### src/rtl/stroke_sequencer.sv
// stroke_sequencer
//
// Tracks crank angle across a four-stroke engine cycle and derives the
// per-cylinder stroke, the injection/ignition windows and the controller
// enables. The crank reference (ckp) must line up with the angle wrap;
// otherwise sync is dropped and re-acquired.
//
// Ports:
//   clk             - single clock
//   reset_n         - asynchronous active-low reset
//   crank_tick      - one-clk crank tooth strobe
//   crank_changed   - qualifies crank_tick (crank counter really moved)
//   on              - sequencer enable
//   ckp             - cycle reference level, rising edge = angle 0
//   stroke          - per-cylinder stroke (0 intake .. 3 exhaust)
//   allow_injection - per-cylinder injection window active
//   allow_ignition  - per-cylinder ignition window active
//   fic_on / ic_on  - per-cylinder controller enables
//   synced          - sequencer locked to the crank
//   sync_err        - one-clk pulse on loss of sync
//
// state     | meaning
// ----------+----------------------------------------------------
// IDLE      | disabled, all outputs 0
// WAIT_SYNC | enabled, waiting for a ckp rising edge to set angle 0
// RUN       | locked, angle follows qualified crank ticks

module stroke_sequencer #(
    parameter int CYLINDERS        = 4,
    parameter int TICKS_PER_STROKE = 180,
    parameter logic [16*CYLINDERS-1:0] PHASE_OFS = {16'(2*TICKS_PER_STROKE),
                                                    16'(TICKS_PER_STROKE),
                                                    16'(3*TICKS_PER_STROKE),
                                                    16'd0},
    parameter int INJ_START        = 0,
    parameter int INJ_END          = 180,
    parameter int IGN_START        = 330,
    parameter int IGN_END          = 360,
    parameter int STALL_CLKS       = 1000000
) (
    input  logic                       clk,
    input  logic                       reset_n,
    input  logic                       crank_tick,
    input  logic                       crank_changed,
    input  logic                       on,
    input  logic                       ckp,
    output logic [CYLINDERS-1:0][1:0]  stroke,
    output logic [CYLINDERS-1:0]       allow_injection,
    output logic [CYLINDERS-1:0]       allow_ignition,
    output logic [CYLINDERS-1:0]       fic_on,
    output logic [CYLINDERS-1:0]       ic_on,
    output logic                       synced,
    output logic                       sync_err
);

    localparam int CYCLE = 4 * TICKS_PER_STROKE;
    localparam int AW    = $clog2(CYCLE);
    localparam int SW    = $clog2(STALL_CLKS + 1);

    localparam logic [AW-1:0] ANGLE_LAST = AW'(CYCLE - 1);
    localparam logic [SW-1:0] STALL_LAST = SW'(STALL_CLKS - 1);
    localparam logic [16:0]   CYCLE17    = 17'(CYCLE);
    localparam logic [16:0]   TPS17      = 17'(TICKS_PER_STROKE);
    localparam logic [16:0]   INJ_S17    = 17'(INJ_START);
    localparam logic [16:0]   INJ_LEN17  = 17'(INJ_END - INJ_START);
    localparam logic [16:0]   IGN_S17    = 17'(IGN_START);
    localparam logic [16:0]   IGN_LEN17  = 17'(IGN_END - IGN_START);

    generate
        if (CYLINDERS < 1 || CYLINDERS > 8) begin : g_bad_cyl
            $error("stroke_sequencer: CYLINDERS must be 1..8");
        end
        if (INJ_START > INJ_END || IGN_START > IGN_END) begin : g_bad_win
            $error("stroke_sequencer: window start exceeds window end");
        end
        for (genvar c = 0; c < CYLINDERS; c++) begin : g_ofs_chk
            if (int'(PHASE_OFS[16*c +: 16]) >= CYCLE) begin : g_bad_ofs
                $error("stroke_sequencer: phase offset not below cycle length");
            end
        end
    endgenerate

    typedef enum logic [1:0] {IDLE, WAIT_SYNC, RUN} state_t;

    state_t          state, state_nx;
    logic [AW-1:0]   angle, angle_nx;
    logic [SW-1:0]   stall, stall_nx;
    logic            ckp_q;
    logic            err_nx;

    logic qtick, ckp_rise, wrap;
    assign qtick    = crank_tick & crank_changed;
    assign ckp_rise = ckp & ~ckp_q;
    assign wrap     = qtick && (angle == ANGLE_LAST);

    always_comb begin
        state_nx = state;
        angle_nx = angle;
        stall_nx = stall;
        err_nx   = 1'b0;
        if (!on) begin
            state_nx = IDLE;
            angle_nx = '0;
            stall_nx = '0;
        end else begin
            case (state)
                IDLE: state_nx = WAIT_SYNC;
                WAIT_SYNC: begin
                    if (ckp_rise) begin
                        state_nx = RUN;
                        angle_nx = '0;
                        stall_nx = '0;
                    end
                end
                RUN: begin
                    // Sync is good only when the reference edge and the
                    // wrap coincide; either one alone is a sync loss.
                    if (ckp_rise != wrap) begin
                        err_nx   = 1'b1;
                        state_nx = WAIT_SYNC;
                        angle_nx = '0;
                        stall_nx = '0;
                    end else if (qtick) begin
                        angle_nx = wrap ? '0 : angle + 1'b1;
                        stall_nx = '0;
                    end else if (stall == STALL_LAST) begin
                        state_nx = WAIT_SYNC;
                        angle_nx = '0;
                        stall_nx = '0;
                    end else begin
                        stall_nx = stall + 1'b1;
                    end
                end
                default: state_nx = IDLE;
            endcase
        end
    end

    // Outputs are decoded from the next angle so they move on the same
    // edge as the angle register.
    logic [16:0]                phase [CYLINDERS];
    logic [CYLINDERS-1:0][1:0]  stroke_w;
    logic [CYLINDERS-1:0]       inj_w, ign_w;

    generate
        for (genvar g = 0; g < CYLINDERS; g++) begin : g_cyl
            logic [16:0] sum;
            assign sum = {{(17-AW){1'b0}}, angle_nx} + {1'b0, PHASE_OFS[16*g +: 16]};
            // Both terms are below CYCLE, so one subtraction is the modulo.
            assign phase[g]    = (sum >= CYCLE17) ? sum - CYCLE17 : sum;
            assign stroke_w[g] = 2'(phase[g] / TPS17);
            // Unsigned offset trick: below start wraps to a large value.
            assign inj_w[g]    = (phase[g] - INJ_S17) < INJ_LEN17;
            assign ign_w[g]    = (phase[g] - IGN_S17) < IGN_LEN17;
        end
    endgenerate

    logic run_nx;
    assign run_nx = (state_nx == RUN);

    always_ff @(posedge clk or negedge reset_n) begin
        if (!reset_n) begin
            state           <= IDLE;
            angle           <= '0;
            stall           <= '0;
            ckp_q           <= 1'b0;
            stroke          <= '0;
            allow_injection <= '0;
            allow_ignition  <= '0;
            fic_on          <= '0;
            ic_on           <= '0;
            synced          <= 1'b0;
            sync_err        <= 1'b0;
        end else begin
            state           <= state_nx;
            angle           <= angle_nx;
            stall           <= stall_nx;
            ckp_q           <= ckp;
            stroke          <= run_nx ? stroke_w : '0;
            allow_injection <= run_nx ? inj_w : '0;
            allow_ignition  <= run_nx ? ign_w : '0;
            fic_on          <= {CYLINDERS{run_nx}};
            ic_on           <= {CYLINDERS{run_nx}};
            synced          <= run_nx;
            sync_err        <= err_nx;
        end
    end

endmodule

### config.mk
export PLATFORM = sky130hd
export DESIGN_NAME = stroke_sequencer
export DESIGN_NICKNAME = d
export VERILOG_FILES = /design/src/rtl/stroke_sequencer.sv
export SDC_FILE = /design/constraint.sdc
export NUM_CORES = 1
export LEC_CHECK = 0
export BUFFER_PORTS_ARGS = -buffer_cell sky130_fd_sc_hd__buf_2
export CAP_MARGIN = 20
export CORE_UTILIZATION = 60
export CTS_BUF_LIST = sky130_fd_sc_hd__clkbuf_8 sky130_fd_sc_hd__clkbuf_16
export DETAILED_ROUTE_END_ITERATION = 10
export PLACE_DENSITY = 0.86
export SYNTH_ARGS = -nofsm -noshare
export SYNTH_HDL_FRONTEND = slang
export SYNTH_SLANG_ARGS = --single-unit
### constraint.sdc
create_clock -name clk -period 8.9 [get_ports clk]
set_input_delay 0 -clock clk [delete_from_list [all_inputs] [get_ports clk]]
set_output_delay 0 -clock clk [all_outputs]
set_load 0.02 [all_outputs]
; Word level (Yosys, flattened, before mapping)
; Cells that the tools add are included.
; Widths: inputs -> output; s select.
[classes]
n_addsub = 13
div = 4
n_lt_le_gt_ge = 12
eq_ne = 8
muxes = 29
n_bitwise = 3
n_reduce_logical = 3
[op_table]
columns = op, count
row1 = $mux 20, 5
row2 = $div 17x8->17 const B, 4
row3 = $lt 17x5->1 const B, 4
row4 = $lt 17x8->1 const B, 4
row5 = $mux 17, 4
row6 = $sub 17x9->17 const B, 4
row7 = $mux 10, 6
row8 = $pmux 20 s2, 1
row9 = $sub 11x10->12 const B, 3
row10 = $ge 11x10->1 const B, 3
row11 = $add 20x1->20 const B, 1
row12 = $eq 20x20->1 const B, 1
row13 = $pmux 10 s2, 1
row14 = $add 10x10->11 const B, 1
row15 = $add 10x8->11 const B, 1
row16 = $add 10x9->11 const B, 1
row17 = $sub 10x10->11 const B, 1
row18 = $add 10x1->10 const B, 1
row19 = $eq 10x10->1 const B, 1
row20 = $ge 10x10->1 const B, 1
row21 = $mux 2, 5
row22 = $mux 4, 2
row23 = $mux 8, 1
row24 = $pmux 2 s3, 1
row25 = other kinds (11), 15
[totals]
reg_bits = 52
input_bits = 6
output_inout_bits = 26
elab_cells = 85

; Depth between registers and ports, before layout
; Gate-level depths: netlist of run 1.
[depth]
depth_word = 13
ltp_mapped = 31
mapped_depth_nobuf = 27

; Least setup slack after synthesis of run 1
; No wires, ideal clock.
[synth_timing]
kind = reg-to-reg
startpoint = register angle[1]
endpoint = register stroke[2] (netlist bit)
setup_time_ns = 0.078
arrival_ns = 6.555
required_time_ns = 8.822
setup_slack_ns = 2.267
stages_incl_launch_ff = 27
synth_period_minus_slack_ns = 6.633
path_cell_list = dfrtp_1 -> ha_1 -> and4_1 -> and4_1 -> buf_2 -> mux2_2 -> a31oi_1 -> clkbuf_1 -> ha_1 -> and3_1 -> o21ai_0 -> o311ai_1 -> clkinv_1 -> ha_1 -> clkbuf_1 -> nor3_1 -> a221oi_2 -> nor4_1 -> nor4_4 -> o31ai_1 -> nand2_1 -> o311a_1 -> or3_1 -> o21bai_1 -> mux2i_1 -> o22ai_1 -> a21oi_1
[synth_via]
elab_chain_cells = 12
[synth_lines]
columns = item, line
row1 = from (decl), 86  ; logic [AW-1:0] angle, angle_nx;
row2 = from (signal assigned), 176  ; angle <= angle_nx;
row3 = "parallel branches: the longest is 11 deep, another holds $div 17x8->17", n/a
row4 = $mux 8 (*), 179  ; stroke <= run_nx ? stroke_w : '0;
row5 = to (signal assigned), 179
row6 = to (decl), 47  ; output logic [CYLINDERS-1:0][1:0] stroke,
; Mark *: on every way between the ends.
; A chain may end at the register's enable or synchronous reset.

; Worst setup path in the final report of run 1
[layout_timing]
startpoint = register state[0]
endpoint = register stroke[2] (netlist bit)
[layout_via]
elab_chain_cells = 8
[layout_lines]
columns = item, line
row1 = from (decl), 85  ; state_t state, state_nx;
row2 = from (signal assigned), 175  ; state <= state_nx;
row3 = $eq 2x2->1 / $eq 2x1->1 (equally long branches), 106  ; case (state)
row4 = $pmux 10 s2, 106
row5 = $mux 10, 101  ; if (!on) begin
row6 = $add 10x10->11, 148  ; assign sum = {{(17-AW){1'b0}}, angle_nx} + {1'b0, PHASE_OFS[16*g +: 16]};
row7 = $sub 11x10->12 / $ge 11x10->1 (equally long branches), 150  ; assign phase[g] = (sum >= CYCLE17) ? sum - CYCLE17 : sum;
row8 = $mux 17, 150
row9 = $div 17x8->17, 151  ; assign stroke_w[g] = 2'(phase[g] / TPS17);
row10 = $mux 8 (*), 179
; Mark *: on every way between the ends. The rest lies on a longest branch, timed or not.

==> summary.txt, run 1 <==
DR DRC count: 0
Outcome: completed
Util after Layout: 0.642
Clock sinks: 51
Die extent in x: 113 um
Critical path arrival: 7.94 ns
Core region area: 12000 sq um
Fin. max-slew vios: 0
Largest net degree at the start of global routing: 52
Number of DRC markers in iteration 0: 975
Max_slew headroom: 0.413
Final cell count without fillers: 1156
Reg area: 1280 sq um
Finish-stage setup viols: 0
Seq/Total Area, Yosys: 0.174
Worst Setup Start Kind: flip-flop
Ys async rst share: 1.00
Most frequent cells after synthesis: nor2_1, nand2_1, o21ai_0
Syn nets: 1045
#FFs+latches synth: 51
Critical Path RT: 9.13 ns
Post-CTS sizing: 0
Maximum net fanout on the critical path: 13
Maxcap violations: 0
Largest cells by area after synthesis: dfrtp_1, nor2_1, ha_1
Tot GR Track Use: 0.337
Synthesized instance count: 1009
Number of routed nets with antenna violations: 0
Fill cell total of the finished layout: 1082
TritonCTS clock tree: done
Crit path time final: 7.71 ns
Total die area: 12700 sq um
Post-route cell area: 7680 sq um
DRT Pass-1 Iters: 6
Synth Warn #: 0
Average size of a mapped cell: 7.29 sq um
Clk pin slew, worst setup/hold paths: 0.08 ns
Vias in the first global route: 7343
Setup WS post-layout: 1.19 ns
Pre-CTS setup slack: 1.42 ns
Final wirelength: 21200 um
Area grow syn2layout: 4.46%
Clock skew: 0.0115 ns
Area share of the leading cell type in the synthesized netlist: 0.174
Setup TNS: 0 ns
Starting Density: 0.615
PD cells: 73.4 nW/um^2
GP Congestion: 1.05
Initial antenna violation count: 0
Most frequent cell after synthesis: nor2_1
Fin crit share: 0.866
Dpl cells: 1145
IO Port Bufs: 31
Via count: 8196
Final hold viol count: 0
Routed vias/inst: 7.09
Drt wl/cell: 18.4 um
First-pass GRT wire length: 35200 um
Grt ovf: 0
Clk_lat worst skew: 0.31 ns
Ant. Diodes: 0
RSZ-0062 raised after global routing: no
CTS buffer count: 5
Share of post-route cells with drive strength above 1: 0.107
I/O pins: 32
Maximum vdd drop: 0.0000776 V
Total Nets Final: 1044
Area used by multi-input combinational logic: 5740 sq um
Total placed instance area: 7500 sq um
Die height: 113 um
Root buf cell: clkbuf_16
Synth unique cells: 94
Endpoint type of the worst setup path: flip-flop
Dominant cell type by area after synthesis: dfrtp_1
Worst-Margin Slew: 0.875 ns
Setup CP Type: flip-flop to flip-flop
CTS max path bufs: 2
Post-synth EDFFs: 0
Max frequency: 130 MHz
Post-CTS Setup Bufs: 0
Sum of net half-perimeters after detailed placement: 15800 um
P_leak: 3.10 nW
Max H-tree Level: 2
Main synth FF type: dfrtp_1
Worst hold path type: primary input to flip-flop
Num rows: 40
Post-Syn Area: 7350 sq um
## state kept, by name (all words and copies together), names as in the netlist
register,flops
sync_err,1
allow_ignition,4
synced,1
allow_injection,4
stroke,8
stall,20
ckp_q,1
state,2
angle,10
## path summary, 6_finish.rpt
| kind | from | endpoint | slack [ns] | cells past startpoint |
|---|---|---|---|---|
| max in group asynchronous | reset_n | stroke[7] | 8.13 | 3 |
| min in group asynchronous | reset_n | stall[16] | 0.34 | 3 |
| hold / removal | on | sync_err | 0.16 | 3 |
| hold reg to reg | stall[1] | stall[1] | 0.53 | 2 |
| setup reg to reg | state[0] | stroke[2] | 1.19 | 22 |
| setup / recovery | state[0] | stroke[2] | 1.19 | 22 |
## per-layer routing
layer	global-route usage	up-vias	part of all wire
met3	0.0412	80	0.087
met4	0.163	0	0.038
met1	0.450	3822	0.43
li1	-	3833	-
met2	0.541	461	0.45
met5	0	-	0
## critical path, stage by stage, from the launching register on
cell and delay, ns:
dfrtp_1 0.41, inv_1 0.10, ha_1 0.44, nand3_1 0.20
a21oi_1 0.10, a311oi_1 0.50, nand2_1 0.46, ha_1 0.43
o311ai_1 0.77, clkinv_1 0.43, ha_1 0.42, nor3_1 0.41
a221oi_2 0.19, o221ai_2 0.40, mux2i_1 0.44, o21ai_1 0.20
o31ai_1 0.63, o311a_1 0.27, o31a_1 0.23, a311oi_1 0.07
a311oi_1 0.28, o22ai_1 0.11, a21oi_1 0.14
## area by class of cell
cell class,count,share of cell area
Clock buffer,5,0.0163
Sequential cell,51,0.166
Clock inverter,3,0.00358
Inverter,26,0.0127
Tap cell,147,0.0239
Timing Repair Buffer,40,0.0296
Multi-Input combinational cell,884,0.748
## kinds of logic (layout without fill, tap and decap cells)
family,Yosys count,after routing,synth area share
adders and majority gates,30,30,0.0510
AOI/OAI and AO/OA,330,330,0.317
and+or+nand+nor,448,448,0.315
buffers and inverters,74,74,0.0454
xor gates and xnor gates,55,55,0.0676
muxes,21,21,0.0308
DFF,51,51,0.174
## cell usage in the layout (no fill, tap or decap), drive strengths merged, types with 17 or more instances in the layout
master  instances
a21oi          67
a31oi          18
and2           19
and3           22
buf            38
dfrtp          51
ha             30
inv            26
nand2          87
nand3          50
nand4          22
nor2          108
nor3           44
nor4           17
o21ai          75
or2            17
or3            18
xnor2          37
xor2           18
## what timing repair did
| action | 4_1_cts | 5_1_grt |
|---|---|---|
| hold buffers | 2 | 0 |
| setup endpoints to repair | 0 | 0 |
| endpoints found under the hold margin | 52 | 0 |
## through the flow
stage                     hold slack (ns)  power (W)
after detailed placement            0.139   0.000353
after global placement              0.144   0.000352
after CTS                           0.132   0.000564
after global routing                0.166   0.000584
final                               0.161   0.000564
after floorplan                    -0.296   0.000325
## power by group
part           internal (W)  switching (W)  total [W]
sequential         0.000234     0.00000292   0.000237
clock              0.000107       0.000104   0.000211
combinational     0.0000370      0.0000798   0.000117
Power figures use the tool's default switching activity.
==> run 2: changes to the inputs <==
--- a/config.mk
+++ b/config.mk
@@ -10,7 +10,7 @@
 export CORE_UTILIZATION = 60
 export CTS_BUF_LIST = sky130_fd_sc_hd__clkbuf_8 sky130_fd_sc_hd__clkbuf_16
 export DETAILED_ROUTE_END_ITERATION = 10
-export PLACE_DENSITY = 0.86
+export PLACE_DENSITY = 0.78
 export SYNTH_ARGS = -nofsm -noshare
 export SYNTH_HDL_FRONTEND = slang
 export SYNTH_SLANG_ARGS = --single-unit
==> run 2 against run 1 <==
- combinational power about the same
- sequential share of layout area about the same
- largest cell class unchanged
- global-route usage is 0.38 points higher
- clock-buffer cell count stayed put
- register-to-register slack got worse by 0.20 ns
- largest power group unchanged
- sequential power hardly changed
==> summary.txt, run 2 (synthesis gave the netlist of run 1 again) <==
Setup slack, reg-to-reg: 0.99 ns
TritonCTS clock tree: done
Finish-stage setup viols: 0
Largest net degree at the start of global routing: 52
Share of post-route cells with drive strength above 1: 0.107
Root buf cell: clkbuf_16
Worst Hold Path EP: sync_err
Number of routed nets with antenna violations: 0
CTS buffer count: 5
Max_slew headroom: 0.368
Maxcap violations: 0
Number of DRC markers in iteration 0: 758
DRT Pass-1 Iters: 6
Setup CP Type: flip-flop to flip-flop
Total Nets Final: 1043
Worst hold path type: primary input to flip-flop
Core region area: 12000 sq um
HP Start: on
Vias in the first global route: 7025
Die height: 113 um
Clk_lat worst skew: 0.31 ns
Clock skew: 0.0126 ns
Maximum net fanout on the critical path: 13
Worst hold stages: 3
Reg2reg path depth: 22
Critical Path RT: 9.13 ns
Total die area: 12700 sq um
Worst reg2reg path endpoint: stroke[2]
Crit path time final: 7.91 ns
Fin. max-slew vios: 0
Sum of net half-perimeters after detailed placement: 15900 um
CP cell instances: inv_1 > ha_1 > nand3_1 > a21oi_1 > a311oi_1 > nand2_1 > ha_1 > o311ai_1 > clkinv_1 > ha_1 > nor3_1 > a221oi_2 > o221ai_2 > mux2i_1 > o21ai_1 > o31ai_1 > o311a_1 > o31a_1 > a311oi_1 > a311oi_1 > o22ai_1 > a21oi_1
Die extent in x: 113 um
Initial antenna violation count: 0
Tot GR Track Use: 0.341
Clk pin slew, worst setup/hold paths: 0.08 ns
Final hold viol count: 0
Area grow syn2layout: 4.51%
GP Congestion: 0.986
R2r startpoint: state[0]
Routed vias/inst: 6.88
Most common cell after layout, fill and taps aside: nor2_1
Drt wl/cell: 18.8 um
Final wirelength: 21700 um
Worst Setup Start Kind: flip-flop
Grt ovf: 0
IO Port Bufs: 31
P_leak: 3.10 nW
Hold Slack: 0.169 ns
Via count: 7943
Endpoint type of the worst setup path: flip-flop
Fin crit share: 0.889
Worst-Margin Slew: 0.933 ns
Biggest register: stall
Regs by FF count: stall: 20 flops, angle: 10 flops, stroke: 8 flops
First-pass GRT wire length: 35200 um
Commonest non-fill, non-tap cells in the layout: nor2_1, nand2_1, o21ai_0
RSZ-0062 raised after global routing: no
PD cells: 74.0 nW/um^2
DR DRC count: 0
Num rows: 40
Critical Path Slowest Stage Cell: o311ai_1
Clock sinks: 51
Starting Density: 0.615
Crit-path max cell delay: 0.85 ns
Outcome: completed
Critical path arrival: 8.14 ns
Max reg flops: 20
Max frequency: 126 MHz
Maximum vdd drop: 0.0000736 V
Overall power: 0.000569 W
Max H-tree Level: 2
CTS max path bufs: 2
Setup TNS: 0 ns
Ant. Diodes: 0
I/O pins: 32
run 2: changes by cell type in the layout (fill, tap and decap cells not counted):
cell,before,now
a41oi_1,4,3
clkinv_4,1,0
inv_6,0,1
buf_6,0,1
buf_4,7,5
a41oi_2,0,1
run 2: critical path, delay by kind of cell (launching register included):
kind            cells  cell delay, ns
flops               1            0.41
simple gates        3            1.03
mux                 1            0.44
buf+inv             2            0.57
fa+ha+maj           3            1.32
compound gates     13            4.07
run 2: area by class of cell:
class                   count  area [sq um]
flip-flops and latches     51          1280
well taps                 147           184
multi-input cells         884          5750
clock buffers               5           125
inverters                  26          97.6
fillers                  1126          4280
repair buffers             39           224
clock inverters             3          27.5
run 2: per-stage QoR:
stage / setup slack, ns / area (sq um) / util / instances
after global routing: 0.275 / 7680 / 0.642 / 1155
final: 0.991 / 7680 / 0.642 / 1155
after global placement: 1.30 / 7500 / 0.627 / 1144
after detailed placement: 1.19 / 7510 / 0.628 / 1145
after CTS: 1.16 / 7680 / 0.642 / 1155
after floorplan: 2.27 / 7350 / - / 1009
run 2: what timing repair did:
item | CTS | global route
setup buffers | 0 | 0
hold buffers | 2 | 0
gates resized for setup | 0 | 0
endpoints found under the hold margin | 52 | 0
run 2: where the power goes:
group	leakage, nW	internal, W	switching, W	total (W)
sequential	0.708	0.000234	0.00000299	0.000237
clock	0.0723	0.000108	0.000107	0.000215
combinational	2.32	0.0000367	0.0000807	0.000117
run 2: worst max-delay path by stage:
| stage | from | depth (start not counted) | to |
|---|---|---|---|
| finish | state[0] | 22 | stroke[2] |
| global route | state[0] | 22 | stroke[2] |
| CTS | state[0] | 22 | stroke[2] |
| detailed placement | state[0] | 22 | stroke[2] |
| global placement | state[0] | 22 | stroke[2] |
| floorplan | angle[1] | 26 | stroke[2] |
run 2: per-layer routing:
metal	global-route usage	vias up	share of wire
met5	0	-	0
met4	0.139	0	0.031
met3	0.0627	51	0.076
met2	0.541	347	0.45
met1	0.457	3707	0.44
li1	-	3838	-
